File: config.mk
export PLATFORM = sky130hd
export DESIGN_NAME = serial_disp_rx
export DESIGN_NICKNAME = d
export VERILOG_FILES = /design/src/rtl/serial_disp_rx.sv
export SDC_FILE = /design/constraint.sdc
export NUM_CORES = 1
export LEC_CHECK = 0
export CAP_MARGIN = 40
export CORE_AREA = 2 2 69 71
export CTS_BUF_LIST = sky130_fd_sc_hd__clkbuf_4 sky130_fd_sc_hd__clkbuf_8
export DETAILED_ROUTE_END_ITERATION = 16
export DIE_AREA = 0 0 71 73
export DONT_BUFFER_PORTS = 1
export GPL_TIMING_DRIVEN = 0
export PLACE_DENSITY = 0.66
export SYNTH_ARGS = -nofsm -noshare
export SYNTH_HDL_FRONTEND = slang
export SYNTH_SLANG_ARGS = --single-unit
File: constraint.sdc
create_clock -name clk -period 4.2 [get_ports clk]
set_input_delay 1.05 -clock clk [delete_from_list [all_inputs] [get_ports clk]]
set_output_delay 1.05 -clock clk [all_outputs]
set_load 0.01 [all_outputs]
File: src/rtl/serial_disp_rx.sv
// serial_disp_rx: receiver for the display driver's serial shift-out link.
// Oversamples s_clk/s_do/s_en on the system clock, reassembles each frame
// (MSB first) into a parallel word and flags frames with a wrong bit count.
module serial_disp_rx #(
    parameter int unsigned WIDTH = 16,
    parameter int unsigned CNT_W = 7
) (
    input  logic             clk,
    input  logic             rst,
    input  logic             s_clk,
    input  logic             s_do,
    input  logic             s_en,
    output logic [WIDTH-1:0] data,
    output logic             data_valid,
    output logic             frame_err,
    output logic             busy
);

    typedef enum logic [0:0] {
        IDLE  = 1'b0,
        SHIFT = 1'b1
    } state_t;

    // Line order inside the synchronizer vectors: {s_en, s_do, s_clk}
    localparam logic [2:0] LINES_RST = 3'b100;
    localparam logic [CNT_W-1:0] CNT_FULL = CNT_W'(WIDTH);
    localparam logic [CNT_W-1:0] CNT_SAT  = CNT_W'(WIDTH + 1);
    localparam logic [CNT_W-1:0] CNT_ONE  = CNT_W'(1);

    logic [2:0]       meta_q, meta_d;
    logic [2:0]       sync_q, sync_d;
    logic [2:0]       hist_q, hist_d;

    state_t           state_q, state_d;
    logic [WIDTH-1:0] sh_q, sh_d;
    logic [CNT_W-1:0] cnt_q, cnt_d;
    logic [WIDTH-1:0] data_q, data_d;
    logic             data_valid_q, data_valid_d;
    logic             frame_err_q, frame_err_d;

    logic             clk_rise;
    logic             en_rise;
    logic             en_fall;
    logic             do_sync;
    logic [WIDTH-1:0] sh_next;
    logic [CNT_W-1:0] cnt_next;

    // Synchronizer and history next values
    always_comb begin
        meta_d = {s_en, s_do, s_clk};
        sync_d = meta_q;
        hist_d = sync_q;
    end

    // Synchronizer, history and datapath registers
    always_ff @(posedge clk) begin
        if (rst) begin
            meta_q       <= LINES_RST;
            sync_q       <= LINES_RST;
            hist_q       <= LINES_RST;
            sh_q         <= '0;
            cnt_q        <= '0;
            data_q       <= '0;
            data_valid_q <= 1'b0;
            frame_err_q  <= 1'b0;
        end else begin
            meta_q       <= meta_d;
            sync_q       <= sync_d;
            hist_q       <= hist_d;
            sh_q         <= sh_d;
            cnt_q        <= cnt_d;
            data_q       <= data_d;
            data_valid_q <= data_valid_d;
            frame_err_q  <= frame_err_d;
        end
    end

    // Edge events from synchronized value vs. history; s_do taken from the
    // same stage as s_clk so the data bit lines up with its clock sample
    always_comb begin
        clk_rise = sync_q[0] & ~hist_q[0];
        en_fall  = ~sync_q[2] & hist_q[2];
        en_rise  = sync_q[2] & ~hist_q[2];
        do_sync  = sync_q[1];
    end

    // FSM state register
    always_ff @(posedge clk) begin
        if (rst) begin
            state_q <= IDLE;
        end else begin
            state_q <= state_d;
        end
    end

    // FSM next state
    always_comb begin
        state_d = state_q;
        unique case (state_q)
            IDLE:    if (en_fall) state_d = SHIFT;
            SHIFT:   if (en_rise) state_d = IDLE;
            default: state_d = IDLE;
        endcase
    end

    // Shift/count/close datapath; a clock rise coincident with the close is
    // folded into sh_d/cnt_d before the close decision reads them
    always_comb begin
        sh_d         = sh_q;
        cnt_d        = cnt_q;
        data_d       = data_q;
        data_valid_d = 1'b0;
        frame_err_d  = 1'b0;
        sh_next      = {sh_q[WIDTH-2:0], do_sync};
        cnt_next     = (cnt_q == CNT_SAT) ? cnt_q : cnt_q + CNT_ONE;
        unique case (state_q)
            IDLE: begin
                if (en_fall) begin
                    sh_d  = '0;
                    cnt_d = '0;
                end
            end
            SHIFT: begin
                if (clk_rise) begin
                    sh_d  = sh_next;
                    cnt_d = cnt_next;
                end
                if (en_rise) begin
                    if (cnt_d == CNT_FULL) begin
                        data_d       = sh_d;
                        data_valid_d = 1'b1;
                    end else begin
                        frame_err_d  = 1'b1;
                    end
                end
            end
            default: begin
                sh_d  = '0;
                cnt_d = '0;
            end
        endcase
    end

    // FSM and registered outputs
    always_comb begin
        busy       = (state_q == SHIFT);
        data       = data_q;
        data_valid = data_valid_q;
        frame_err  = frame_err_q;
    end

endmodule

==> metrics.txt, run 1 <==
critical path peak fanout 10; EDFF count, synth 0; Overall Global Routing Usage 0.191; worst rel slew slack 0.518; post-DP HPWL 3120 µm; via count 1702; dominant cell type by area after synthesis dfxtp_1; setup ws final 1.30 ns; Final Skew 0.00658 ns; Max IR drop VDD 262 µV; crit-path max cell delay 0.54 ns; top_reg_cell synth dfxtp_1; Fmax 344 MHz; Post-CTS Repair Setup Buffers 0; cts hold-fix bufs 0; Yosys Warn Count 0; slew at the pin closest to its max-slew limit 0.723 ns; post-synth top area share 0.442; CTS H-tree lvls 2; synthesized instance count 233; fill count 408; synth-to-layout area growth 7.63%; Final Cycle Share 0.691; TritonCTS clock tree built; die width 71 µm; final setup vio count 0; Syn Area/Cell 9.71 µm²; global-route wire length before repair 7710 µm; status completed; total routed wirelength 4650 µm; post-layout util 0.537; RSZ-0062 raised after global routing no; register area 0.00100 mm²; WL per Instance 15.8 µm; Max-Cap Viols 0; worst slack, placed 1.32 ns; Mapped Nets 240; Post-CTS Resized 0; aggregate global routing overflow 0; Worst Setup Start Kind flop; critical path data arrival time 3.06 ns; pwr/cell area 340 mW/mm²; Clock transition at path regs 0.09 ns; worst hold-check path type reg2reg; Antenna Diode Count 0; CP Capture Type flop; vias in the first global route 1510; core box area 0.00454 mm²; row count 25; 1st-iter DRT viols 150; synth unique cells 44; share of layout cells above drive strength 1 0.137; total CTS buffers 5; Leak 0.871 nW; Seq/Total Area, Yosys 0.442; Pins Over Slew Limit 0; die footprint 0.00518 mm²; # port buffers 0; setup TNS 0 ns; clk buf depth 2; top cells by area, synth dfxtp_1 (44%), mux2i_1 (6.6%), a211oi_2 (5.5%); asr flop ratio synth 0; DR pass1 iterations 4; Placer Congestion 0.858; synthesized cell area 0.00226 mm²; final antenna-violating net count 0; Yosys reg bits 50; Final #Nets 247; hold_ws 0.415 ns; root buf cell clkbuf_8; path type of the worst setup path reg2reg; Die H 73 µm; DRC 0; IO Count 24; Tmin final 2.90 ns; area of the multi-input gates 0.00113 mm²; Initial Utilization 0.499; Max stage delay cell, worst path or4b_1; initial antenna violation count 0; largest net degree at the start of global routing 16; Worst-Skew Late Latency 0.30 ns; worst endpoint required time 4.36 ns; critical path cell sequence ha_1, xor2_1, or4b_1, a2bb2o_4, a2111oi_4, and2_1, buf_6, buf_12, a211oi_2; Final Hold Viols 0; vias per inst 5.77; CTS sink cnt 50
cell families (layout without fill, tap and decap cells):
group,after synthesis,after routing,share of synthesized area
compound gates,74,74,0.253
simple gates,67,67,0.160
flops,50,50,0.442
buf+inv,22,30,0.0559
mux,15,15,0.0664
xor+xnor,3,3,0.0116
fa+ha+maj,2,2,0.0111
synthesized netlist by cell type, types with 2 or more instances:
library cell / instances
nand4_1: 4
buf_1: 3
inv_1: 3
buf_6: 3
or4_1: 2
a21o_1: 3
clkbuf_1: 9
o21ai_0: 5
a21oi_1: 25
or2_2: 3
a22oi_1: 15
a211oi_1: 7
nand2_1: 8
nor2_1: 30
xnor2_1: 2
nor2b_1: 8
o31a_1: 2
a211oi_2: 10
dfxtp_1: 50
mux2i_1: 15
nand3b_1: 2
ha_1: 2
sequential cells by signal, summed over array words and instances (netlist names):
| signal | count |
|---|---|
| busy | 1 |
| cnt_q | 7 |
| data | 16 |
| data_valid | 1 |
| frame_err | 1 |
| hist_d | 3 |
| hist_q | 2 |
| meta_q | 3 |
| sh_q | 16 |
where the power goes:
part | switching (mW) | internal, mW | total [mW]
sequential | 0.00226 | 0.477 | 0.480
combinational | 0.0273 | 0.0117 | 0.0390
clock | 0.159 | 0.151 | 0.310
total | 0.189 | 0.640 | 0.829
layout by cell type (no fill, tap or decap), types with 2 or more instances in the layout:
cell and count:
a211oi_2 10, xnor2_1 2, inv_1 3, nand4_1 4, a21oi_1 25, dfxtp_1 50
a22oi_1 15, mux2i_1 15, nand3b_1 2, a211oi_1 7, or4_1 2, o31a_1 2
nor2_1 30, buf_6 3, clkbuf_1 9, a21o_1 3, nand2_1 8, nor2b_1 8
clkbuf_8 7, o21ai_0 5, or2_2 3, ha_1 2, buf_1 3
routing by layer:
layer | GRT usage | vias to the layer above | wire (µm)
met4 | 0.0692 | 0 | 67
met5 | 0 | - | 0
met2 | 0.289 | 31 | 2070
li1 | - | 859 | -
met3 | 0.0387 | 6 | 160
met1 | 0.271 | 806 | 2350
cell type report:
| class | instances | area share |
|---|---|---|
| clock buffer | 7 | 0.0396 |
| buffer | 18 | 0.0457 |
| clock inverter | 1 | 0.00360 |
| multi-input combinational | 161 | 0.466 |
| sequential | 50 | 0.411 |
| tap | 54 | 0.0277 |
| inverter | 4 | 0.00617 |
worst max-delay path: cells and delay by family (launching register included):
family	cells	cell delay [ns]
simple gates	2	0.77
compound gates	3	0.85
buf+inv	2	0.28
xor+xnor	1	0.08
fa+ha+maj	1	0.27
flops	1	0.50
worst paths after layout:
path                         startpoint              endpoint  slack (ns)  cells past startpoint
hold reg to reg    meta_q[2]$_SDFF_PP1_  hist_d[2]$_SDFF_PP1_        0.41                      1
hold / removal     meta_q[2]$_SDFF_PP1_  hist_d[2]$_SDFF_PP1_        0.41                      1
setup / recovery  cnt_q[0]$_SDFFE_PP0P_  data[9]$_SDFFE_PP0P_        1.30                      9
setup reg to reg  cnt_q[0]$_SDFFE_PP0P_  data[9]$_SDFFE_PP0P_        1.30                      9
per-stage QoR:
stage               instance area [µm²]  instances  power, mW
finish                             2430        295      0.829
global route                       2430        295      0.859
CTS                                2430        295      0.838
detailed placement                 2330        287      0.530
global placement                   2330        287      0.529
floorplan                          2260        233      0.520
Note: power is estimated with default switching activity, not from simulation.
==> run 2, diff against run 1 <==
- clock period: 4.2 -> 2.75 ns (I/O delays scaled with it)
==> run 2 against run 1 <==
  * Sequential power increased by 53%
  * Clock power increased by 54%
  * Combinational power increased by 54%
  * Count of clock-buffer cells in the layout is the same
  * Fmax grew 14%
  * Non-clock buffer count rose by 2
  * Largest cell class unchanged
==> metrics.txt, run 2 (synthesis results as in run 1) <==
Max-Cap Viols 0; vias per inst 5.72; pwr/cell area 517 mW/mm²; Tmin final 2.55 ns; Final Skew 0.00647 ns; clk buf depth 2; critical path cell sequence ha_1, xor2_1, or4b_1, a2bb2o_4, a2111oi_4, buf_4, buf_6, a21oi_1, a211oi_2; Comb pwr share 0.047; # port buffers 0; path type of the worst setup path reg2reg; Worst-Skew Late Latency 0.30 ns; core box area 0.00454 mm²; placement-stage cell area 0.00233 mm²; most common cell after layout, fill and taps aside dfxtp_1; die footprint 0.00518 mm²; WHS Endpoint hist_d[2]$_SDFF_PP1_; final setup vio count 0; worst rel slew slack 0.516; slew at the pin closest to its max-slew limit 0.726 ns; fin cells 297; largest net degree at the start of global routing 16; final antenna-violating net count 0; worst hold-check path type reg2reg; Finished Cell Area 0.00246 mm²; critical path data arrival time 2.77 ns; via count 1700; cts hold-fix bufs 0; Max stage delay cell, worst path or4b_1; Final Hold Viols 0; Worst Reg2Reg Path Length in Cells 9; DRC 0; WL per Instance 15.6 µm; CTS H-tree lvls 2; Max IR drop VDD 401 µV; total routed wirelength 4640 µm; IO Count 24; 1st-iter DRT viols 132; root buf cell clkbuf_8; initial antenna violation count 0; Fmax 391 MHz; aggregate global routing overflow 0; Hold Crit Start meta_q[2]$_SDFF_PP1_; Initial Utilization 0.499; CTS sink cnt 50; post-DP HPWL 3120 µm; Leak 0.887 nW; Worst Setup Start Kind flop; vias in the first global route 1513; Placer Congestion 0.858; Net Sw Power 0.292 mW; status completed; RR Endpoint data[9]$_SDFFE_PP0P_; critical path peak fanout 10; most frequent cells in the layout dfxtp_1 (49), nor2_1 (30), a21oi_1 (25); Antenna Diode Count 0; setup TNS 0 ns; Die H 73 µm; die width 71 µm; RSZ-0062 raised after global routing no; DR pass1 iterations 4; worst endpoint required time 2.97 ns; Final Cycle Share 0.929; post-layout util 0.542; power share of the sequential group 0.577; placed cell count 287; Clock transition at path regs 0.09 ns; synth-to-layout area growth 8.63%; row count 25; clock share of power 0.376; worst hold path depth 1; global-route wire length before repair 7750 µm; share of layout cells above drive strength 1 0.148; Net Sw Frac 0.230; RR Startpoint cnt_q[0]$_SDFFE_PP0P_; TritonCTS clock tree built; reg2reg setup slack 0.20 ns; Overall Global Routing Usage 0.191; crit-path max cell delay 0.54 ns; Pins Over Slew Limit 0; CP Capture Type flop; Final #Nets 249; total CTS buffers 5; Internal Power 0.978 mW
-- run 2: critical path: cells and delay by family, from the launching register on --
family / cells / cell delay [ns]
fa+ha+maj: 1 / 0.25
simple gates: 1 / 0.54
compound gates: 4 / 0.83
buf+inv: 2 / 0.32
xor+xnor: 1 / 0.15
flops: 1 / 0.38
-- run 2: what timing repair did --
action | CTS | global route
endpoints found under the setup margin | 15 | 10
pin swaps | 1 | 1
gates resized for setup | 1 | 1
buffers inserted | 2 | 0
gates cloned | 0 | 0
-- run 2: worst max path at each step --
stage | depth (start not counted) | to | slack, ns | startpoint
after floorplan | 9 | data[10]$_SDFFE_PP0P_ | 0.24 | cnt_q[0]$_SDFFE_PP0P_
after global placement | 9 | data[6]$_SDFFE_PP0P_ | -0.09 | cnt_q[0]$_SDFFE_PP0P_
after detailed placement | 9 | data[9]$_SDFFE_PP0P_ | -0.13 | cnt_q[0]$_SDFFE_PP0P_
after CTS | 6 | data[9]$_SDFFE_PP0P_ | 0.07 | busy$_SDFF_PP0_
after global routing | 6 | data[7]$_SDFFE_PP0P_ | 0.05 | busy$_SDFF_PP0_
final | 9 | data[9]$_SDFFE_PP0P_ | 0.20 | cnt_q[0]$_SDFFE_PP0P_
-- run 2: final cells by class --
type	instances	area, µm²
plain buffers	18	111
clock buffers	7	96.3
clock inverters	1	8.76
fillers	407	2080
inverters	4	15.0
multi-input cells	161	1140
flip-flops and latches	50	1000
well taps	54	67.6
repair buffers	2	15.0
-- run 2: stage by stage --
step	power, mW	hold slack (ns)	worst slack [ns]
floorplan	0.794	0.389	0.238
global placement	0.808	0.391	-0.0909
detailed placement	0.809	0.394	-0.130
CTS	1.28	0.416	0.0663
global route	1.31	0.446	0.0493
finish	1.27	0.415	0.196
-- run 2: power by group through the flow --
stage / Clock, mW / Sequential, mW / Combinational, mW
6_report: 0.477 / 0.733 / 0.0600
4_1_cts: 0.487 / 0.733 / 0.0595
3_5_place_dp: 0 / 0.750 / 0.0597
5_1_grt: 0.515 / 0.734 / 0.0644
3_3_place_gp: 0 / 0.750 / 0.0584
2_1_floorplan: 0 / 0.749 / 0.0448
-- run 2: routing by layer --
layer | track usage | routed length, µm
met5 | 0 | 0
met4 | 0.0692 | 57
met3 | 0.0387 | 205
met2 | 0.289 | 2030
met1 | 0.272 | 2340
